### src/rtl/rv32_types_pkg.sv
// Shared RV32 decode types.
//  - RV_NOP / create_nop_ctrl / create_bubble : canonical bubble contents
//  - ctrl_t               : decoded control fields handed to exec
//  - ibuf_entry_t         : one instruction-queue slot {pc, instr}
//  - bypass_t             : forwarding-source select, 0 = register file, k+1 = source k
//  - decode_exec_buffer_t : registered decode -> exec payload
package rv32_types;

  localparam logic [31:0] RV_NOP = 32'h0000_0013;

  // bypass_t is sized for FWD_SRCS sources; a decode stage must not scan more.
  localparam int unsigned FWD_SRCS = 2;
  localparam int unsigned BYPASS_W = $clog2(FWD_SRCS + 1);
  typedef logic [BYPASS_W-1:0] bypass_t;

  typedef enum logic [6:0] {
    OPC_LOAD   = 7'b000_0011,
    OPC_OP_IMM = 7'b001_0011,
    OPC_AUIPC  = 7'b001_0111,
    OPC_STORE  = 7'b010_0011,
    OPC_OP     = 7'b011_0011,
    OPC_LUI    = 7'b011_0111,
    OPC_BRANCH = 7'b110_0011,
    OPC_JALR   = 7'b110_0111,
    OPC_JAL    = 7'b110_1111
  } opcode_e;

  typedef struct packed {
    logic        use_rs1;
    logic        use_rs2;
    logic        rd_wen;
    logic [4:0]  rd;
    logic [3:0]  alu_op;   // {funct7[5], funct3}
    logic [31:0] imm;
    logic        mem_rd;
    logic        mem_wr;
    logic        branch;
    logic        jump;
  } ctrl_t;

  typedef struct packed {
    logic [31:0] pc;
    logic [31:0] instr;
  } ibuf_entry_t;

  typedef struct packed {
    logic [31:0] pc;
    logic [31:0] instr;
    ctrl_t       ctrl;
    logic [31:0] reg1;
    logic [31:0] reg2;
    bypass_t     bypass_rs1;
    bypass_t     bypass_rs2;
  } decode_exec_buffer_t;

  function automatic ctrl_t create_nop_ctrl();
    return '0;
  endfunction

  function automatic decode_exec_buffer_t create_bubble(input logic [31:0] pc);
    decode_exec_buffer_t b;
    b       = '0;
    b.pc    = pc;
    b.instr = RV_NOP;
    b.ctrl  = create_nop_ctrl();
    return b;
  endfunction

endpackage

### src/rtl/rv32_decoder.sv
// Combinational RV32I instruction decoder.
//  instr_i : instruction word
//  ctrl_o  : decoded control (register uses, writeback, ALU op, immediate, mem/flow flags)
module rv32_decoder
  import rv32_types::*;
(
  input  logic [31:0] instr_i,
  output ctrl_t       ctrl_o
);

  always_comb begin
    ctrl_o    = create_nop_ctrl();
    ctrl_o.rd = instr_i[11:7];
    case (opcode_e'(instr_i[6:0]))
      OPC_OP: begin
        ctrl_o.use_rs1 = 1'b1;
        ctrl_o.use_rs2 = 1'b1;
        ctrl_o.rd_wen  = 1'b1;
        ctrl_o.alu_op  = {instr_i[30], instr_i[14:12]};
      end
      OPC_OP_IMM: begin
        ctrl_o.use_rs1 = 1'b1;
        ctrl_o.rd_wen  = 1'b1;
        ctrl_o.imm     = {{20{instr_i[31]}}, instr_i[31:20]};
        // Only SRAI carries an op bit in the immediate field.
        ctrl_o.alu_op  = {(instr_i[14:12] == 3'b101) & instr_i[30], instr_i[14:12]};
      end
      OPC_LOAD: begin
        ctrl_o.use_rs1 = 1'b1;
        ctrl_o.rd_wen  = 1'b1;
        ctrl_o.mem_rd  = 1'b1;
        ctrl_o.imm     = {{20{instr_i[31]}}, instr_i[31:20]};
      end
      OPC_STORE: begin
        ctrl_o.use_rs1 = 1'b1;
        ctrl_o.use_rs2 = 1'b1;
        ctrl_o.mem_wr  = 1'b1;
        ctrl_o.imm     = {{20{instr_i[31]}}, instr_i[31:25], instr_i[11:7]};
      end
      OPC_LUI, OPC_AUIPC: begin
        ctrl_o.rd_wen = 1'b1;
        ctrl_o.imm    = {instr_i[31:12], 12'h000};
      end
      OPC_BRANCH: begin
        ctrl_o.use_rs1 = 1'b1;
        ctrl_o.use_rs2 = 1'b1;
        ctrl_o.branch  = 1'b1;
        ctrl_o.imm     = {{19{instr_i[31]}}, instr_i[31], instr_i[7], instr_i[30:25],
                          instr_i[11:8], 1'b0};
      end
      OPC_JAL: begin
        ctrl_o.rd_wen = 1'b1;
        ctrl_o.jump   = 1'b1;
        ctrl_o.imm    = {{11{instr_i[31]}}, instr_i[31], instr_i[19:12], instr_i[20],
                         instr_i[30:21], 1'b0};
      end
      OPC_JALR: begin
        ctrl_o.use_rs1 = 1'b1;
        ctrl_o.rd_wen  = 1'b1;
        ctrl_o.jump    = 1'b1;
        ctrl_o.imm     = {{20{instr_i[31]}}, instr_i[31:20]};
      end
      default: ;
    endcase
    ctrl_o.rd_wen = ctrl_o.rd_wen & (ctrl_o.rd != 5'd0);
  end

endmodule

### src/rtl/rv32_hazard_scan.sv
// Combinational operand hazard / bypass selection over NUM_FWD later stages.
//  use_rs_i    : operand is read by the instruction ([0]=rs1, [1]=rs2)
//  rs_addr_i   : operand register addresses
//  fwd_rd_i    : destination register per stage, index 0 = youngest
//  fwd_wen_i   : stage will write fwd_rd_i
//  fwd_ready_i : stage result already available for bypass
//  bypass_o    : per-operand source select (0 = register file, k+1 = stage k)
//  hazard_o    : some operand's youngest producer is not ready yet
module rv32_hazard_scan
  import rv32_types::*;
#(
  parameter int unsigned NUM_FWD = FWD_SRCS
) (
  input  logic [1:0]              use_rs_i,
  input  logic [1:0][4:0]         rs_addr_i,
  input  logic [NUM_FWD-1:0][4:0] fwd_rd_i,
  input  logic [NUM_FWD-1:0]      fwd_wen_i,
  input  logic [NUM_FWD-1:0]      fwd_ready_i,
  output bypass_t [1:0]           bypass_o,
  output logic                    hazard_o
);

  logic [1:0] op_haz;

  // Walk oldest to youngest so the youngest matching stage overwrites the result.
  always_comb begin
    bypass_o = '0;
    op_haz   = '0;
    for (int unsigned r = 0; r < 2; r++) begin
      for (int unsigned k = NUM_FWD; k > 0; k--) begin
        if (use_rs_i[r] && (rs_addr_i[r] != 5'd0) && fwd_wen_i[k-1] &&
            (fwd_rd_i[k-1] == rs_addr_i[r])) begin
          bypass_o[r] = fwd_ready_i[k-1] ? bypass_t'(k) : '0;
          op_haz[r]   = ~fwd_ready_i[k-1];
        end
      end
    end
    hazard_o = |op_haz;
  end

endmodule

### src/rtl/rv32_buffered_decode_stage.sv
// Decode stage with an instruction queue between fetch and decode.
//  clk, resetn       : clock, synchronous active-low reset
//  flush, flush_pc   : redirect: drop queue, emit bubble carrying flush_pc
//  stop              : freeze queue, output register and stall counter
//  f_valid/f_ready   : fetch handshake for {f_pc, f_instr}
//  rs_addr, reg_data : register-file read port driven from the queue head
//  fwd_rd/wen/ready  : later-stage writers used for bypass and hazard detection
//  decode_exec_buff  : registered decode result to exec
//  stall             : head present but blocked by a not-ready producer
//  perf_stall_cnt    : wrapping count of stall cycles
module rv32_buffered_decode_stage
  import rv32_types::*;
#(
  parameter int unsigned IBUF_DEPTH = 2,
  parameter int unsigned NUM_FWD    = 2
) (
  input  logic                    clk,
  input  logic                    resetn,
  input  logic                    flush,
  input  logic [31:0]             flush_pc,
  input  logic                    stop,
  input  logic                    f_valid,
  output logic                    f_ready,
  input  logic [31:0]             f_pc,
  input  logic [31:0]             f_instr,
  output logic [1:0][4:0]         rs_addr,
  input  logic [1:0][31:0]        reg_data,
  input  logic [NUM_FWD-1:0][4:0] fwd_rd,
  input  logic [NUM_FWD-1:0]      fwd_wen,
  input  logic [NUM_FWD-1:0]      fwd_ready,
  output decode_exec_buffer_t     decode_exec_buff,
  output logic                    stall,
  output logic [31:0]             perf_stall_cnt
);

  localparam int unsigned PTR_W = $clog2(IBUF_DEPTH);
  localparam int unsigned CNT_W = $clog2(IBUF_DEPTH + 1);

  ibuf_entry_t         ibuf_q [IBUF_DEPTH];
  logic [PTR_W-1:0]    rd_ptr_q, wr_ptr_q;
  logic [CNT_W-1:0]    count_q;
  decode_exec_buffer_t out_q, out_d;
  logic [31:0]         stall_cnt_q;

  logic          head_valid, hazard, push, pop;
  ibuf_entry_t   head;
  logic [31:0]   dec_instr;
  ctrl_t         dec_ctrl;
  bypass_t [1:0] bypass;

  assign head_valid = (count_q != '0);
  assign head       = ibuf_q[rd_ptr_q];
  assign dec_instr  = head_valid ? head.instr : RV_NOP;
  assign rs_addr[0] = dec_instr[19:15];
  assign rs_addr[1] = dec_instr[24:20];

  // Deliberately independent of pop: a full queue refuses even while draining.
  assign f_ready = (count_q < CNT_W'(IBUF_DEPTH)) & ~stop & ~flush & resetn;
  assign push    = f_valid & f_ready;
  assign pop     = head_valid & ~hazard & ~stop & ~flush;
  assign stall   = head_valid & hazard;

  rv32_decoder u_decoder (
    .instr_i (dec_instr),
    .ctrl_o  (dec_ctrl)
  );

  rv32_hazard_scan #(.NUM_FWD(NUM_FWD)) u_hazard_scan (
    .use_rs_i    ({dec_ctrl.use_rs2, dec_ctrl.use_rs1}),
    .rs_addr_i   (rs_addr),
    .fwd_rd_i    (fwd_rd),
    .fwd_wen_i   (fwd_wen),
    .fwd_ready_i (fwd_ready),
    .bypass_o    (bypass),
    .hazard_o    (hazard)
  );

  always_comb begin
    if (flush) begin
      out_d = create_bubble(flush_pc);
    end else if (pop) begin
      out_d            = '0;
      out_d.pc         = head.pc;
      out_d.instr      = head.instr;
      out_d.ctrl       = dec_ctrl;
      out_d.reg1       = reg_data[0];
      out_d.reg2       = reg_data[1];
      out_d.bypass_rs1 = bypass[0];
      out_d.bypass_rs2 = bypass[1];
    end else begin
      out_d = create_bubble(head_valid ? head.pc : out_q.pc);
    end
  end

  always_ff @(posedge clk) begin
    if (!resetn) begin
      rd_ptr_q    <= '0;
      wr_ptr_q    <= '0;
      count_q     <= '0;
      out_q       <= create_bubble('0);
      stall_cnt_q <= '0;
    end else if (flush) begin
      rd_ptr_q <= '0;
      wr_ptr_q <= '0;
      count_q  <= '0;
      out_q    <= out_d;
    end else if (!stop) begin
      out_q <= out_d;
      if (push) begin
        ibuf_q[wr_ptr_q] <= '{pc: f_pc, instr: f_instr};
        wr_ptr_q         <= wr_ptr_q + 1'b1;
      end
      if (pop) rd_ptr_q <= rd_ptr_q + 1'b1;
      count_q <= count_q + CNT_W'(push) - CNT_W'(pop);
      if (stall) stall_cnt_q <= stall_cnt_q + 32'd1;
    end
  end

  assign decode_exec_buff = out_q;
  assign perf_stall_cnt   = stall_cnt_q;

endmodule

### config.mk
export PLATFORM = sky130hd
export DESIGN_NAME = rv32_buffered_decode_stage
export DESIGN_NICKNAME = d
export VERILOG_FILES = /design/src/rtl/rv32_types_pkg.sv /design/src/rtl/rv32_decoder.sv /design/src/rtl/rv32_hazard_scan.sv /design/src/rtl/rv32_buffered_decode_stage.sv
export SDC_FILE = /design/constraint.sdc
export NUM_CORES = 1
export LEC_CHECK = 0
export ABC_AREA = 1
export CORE_MARGIN = 2
export CORE_UTILIZATION = 40
export CTS_CLUSTER_SIZE = 10
export DETAILED_ROUTE_END_ITERATION = 10
export PLACE_DENSITY = 0.69
export RECOVER_POWER = 25
export SYNTH_ARGS = -nofsm -noshare
export SYNTH_HDL_FRONTEND = slang
export SYNTH_SLANG_ARGS = --single-unit
### constraint.sdc
create_clock -name clk -period 7.4 [get_ports clk]
set_input_delay 1.85 -clock clk [delete_from_list [all_inputs] [get_ports clk]]
set_output_delay 1.85 -clock clk [all_outputs]
set_load 0.05 [all_outputs]
==> metrics.cfg <==
[cts]
cts_tree = built
h-tree-depth = 2
cts-resized-gates = 0
cts_hold_buf = 0
clock_insertion_delay_worst_skew_ps = 550
tritoncts.num_buffers = 41
clock_sink_count = 345
ctsRootBufferMaster = clkbuf_16
maximum_clock_path_buffer_count = 3
clk_transition_reported_paths_ps = 50
post-cts-setup-buffers = 0

[power_and_ir_drop]
power_frac_seq_pct = 48.1
power-per-cell-area_mw_per_mm2 = 210
power.static_leakage_nw = 7.35
design_power_total_mw = 4.17
p_int_mw = 3.18
clockPowerShare_pct = 43.4
share_comb_of_total_power_pct = 8.5
switching_power_mw = 0.989
swShare_pct = 23.7
vdd.ir_drop.worst_mv = 0.164

[yosys]
synthesis.yosys.warnings = 0
synth_sequential_area_ratio_pct = 56.7
synth_fp_nets = 1936
syn_area_sq_mm = 0.0144
synth_seq_cells = 345
synthCells = 1754
synth.avg_cell_area_sq_um = 8.24
netlist-cell-type-count = 38

[cells_and_area]
design_area_sq_mm = 0.0199
design.final.nets = 2294
final-instance-count-excl-fill = 2603
drive_gt1_share_pct = 4.73
fin_util_pct = 55.9
syn2layout_area_growth_pct = 37.6

[global_route]
grt_antenna_before_repair = 12
grt_pass1_vias = 12400
gr-usage-all-layers_pct = 23.0
grt_pass1_wl_microns = 69400
grt_overflow = 0
maximum_number_of_pins_on_one_net_before_global_route_repair = 115

[die]
initial_utilization_pct = 40.6
design.portCount = 403
placeableCoreArea_sq_mm = 0.0356
chipWidth_microns = 194
std_cell_rows = 69
die_area_sq_mm = 0.0376
die-height_microns = 194

[route]
initialDrtViolationCount = 716
avgRoutedWirePerCell_microns = 17.2
via_per_inst = 5.02
wl_microns = 44900
route.met2.wl_microns = 21000
remaining_drc_errors = 0
drt_pass1_iterations = 5
dr_total_vias = 13100
dr.max_layer_used = met5
met3WireLength_microns = 3960
wl_met1_microns = 18800
route.antenna.remaining_nets = 0

[sta]
final_report_max_slew_violation_count = 0
timing.slew.headroom_pct = 15.8
setup-tns-final_ps = 0
rsz0062_at_grt = no
max_clock_freq_ghz = 0.166
hold_viol_final = 0
worst_hold_slack_ps = 459
worst_pin_slew_ps = 1260
worst_clock_skew_ps = 25.3
report.final.setup_viol = 0
period_minus_slack_ps = 6030
period_share_pct = 81.4
post-route-worst-setup-slack_ps = 1370

[worst_setup_path]
critical_path_required_ps = 5550
worst-endpoint-arrival_ps = 4180
critPathKind = in2out
crit_fanout = 2
worstSetupStartpointType = primary input
worstSetupEndpointType = primary output

[place]
routabilityCongestion = 0.896
placed_standard_cell_area_sq_mm = 0.0187
dp_hpwl_microns = 31600
dp_slack_ps = 1360
port-buffer-count = 402
number_of_placed_instances_with_taps_included = 2530

[hold_path]
worstHoldPathType = reg2reg

[job]
max-cap-violations = 0

[outcome]
run_status = completed

[cell usage in the layout, fill, tap and decap left out, types with 4 or more instances in the layout]
cell             instances
nor2_1                  95
nor2_2                   6
clkbuf_16               41
buf_4                   13
nand4_1                 34
nor3_1                  20
a21oi_1                253
dfxtp_1                216
or2_2                    8
xor2_1                   7
edfxtp_1               128
diode_2                  7
o21ai_0                 71
nand3_1                 63
mux2i_1                  5
dlygate4sd3_1          110
nor2_4                   4
nand2_2                  8
clkdlybuf4s50_1        290
nand2_1                571
o22ai_1                  4
clkbuf_1                18
inv_1                  133
[power groups by stage]
stage	logic (mW)	registers (mW)	clock network [mW]
final	0.354	2.01	1.81
after detailed placement	0.361	2.05	0
after floorplan	0.117	2.11	0
after global placement	0.357	2.05	0
after global routing	0.379	2.01	1.93
after CTS	0.364	2.01	1.87
[critical path, stage by stage]
cell and delay, ps:
clkdlybuf4s50_1 480, inv_1 60, nand3_1 80, nand2_1 70, nor2_1 130, nand2_1 70
nor2_1 150, nand4_1 120, nand2_1 70, nand2_1 110, nand2_2 160, clkdlybuf4s50_1 830
[synthesized netlist by cell type (all sizes together)]
cell type  instances  area [sq um]
o211ai             1          7.51
ha                 3          37.5
nor2             105           404
edfxtp           128          3840
mux2i              5          50.1
clkbuf            68           255
a211oi             2          15.0
nand3             64           333
nand2            579          2190
or2                8          50.1
a22o               1          8.76
nand4             35           225
xor2               7          61.3
clkinv             1          5.00
inv              138           521
o22ai              4          25.0
o21ai             75           383
nor3              20           100
buf               32           255
nor4               3          18.8
o21a               1          7.51
a21oi            255          1280
a311oi             1          8.76
dfxtp            217          4340
a41oi              1          8.76
[path summary, 6_finish.rpt]
check                       from                     to  slack, ps  cells past startpoint
min reg2reg  decode_exec_buff[4]    decode_exec_buff[4]        460                      2
min          decode_exec_buff[4]    decode_exec_buff[4]        460                      2
max reg2reg                 flop  decode_exec_buff[127]       3160                     14
max                    fwd_rd[7]                  stall       1370                     12
[kinds of logic after synthesis]
group                      count (synthesis)  synth area share (%)
and+or+nand+nor                          814                  23.0
DFF                                      345                  56.7
AOI/OAI and AO/OA                        341                  12.1
buffers and inverters                    239                  7.17
xor gates and xnor gates                   7                 0.424
muxes                                      5                 0.346
adders and majority gates                  3                 0.260
[registers in the layout, indices dropped and copies added (netlist names), named ones only]
| signal | count |
|---|---|
| perf_stall_cnt | 32 |
| rd_ptr_q | 1 |
| ibuf_q | 128 |
| decode_exec_buff | 180 |
| count_q | 2 |
| wr_ptr_q | 1 |
[area by class of cell]
cell class	count	area (sq um)
inverter	139	529
sequential	345	8190
fill	3233	15700
tap	461	577
clock inverter	5	75.1
multi-input combinational	1170	5260
clock buffer	61	1120
timing repair buffer	415	4110
antenna	7	17.5
[metal layers]
metal | vias to the layer above | track usage (%)
met1 | 5994 | 29.2
met5 | - | 0
li1 | 6485 | -
met2 | 494 | 37.7
met4 | 10 | 7.07
met3 | 80 | 6.82
(Power assumes the default switching activity.)
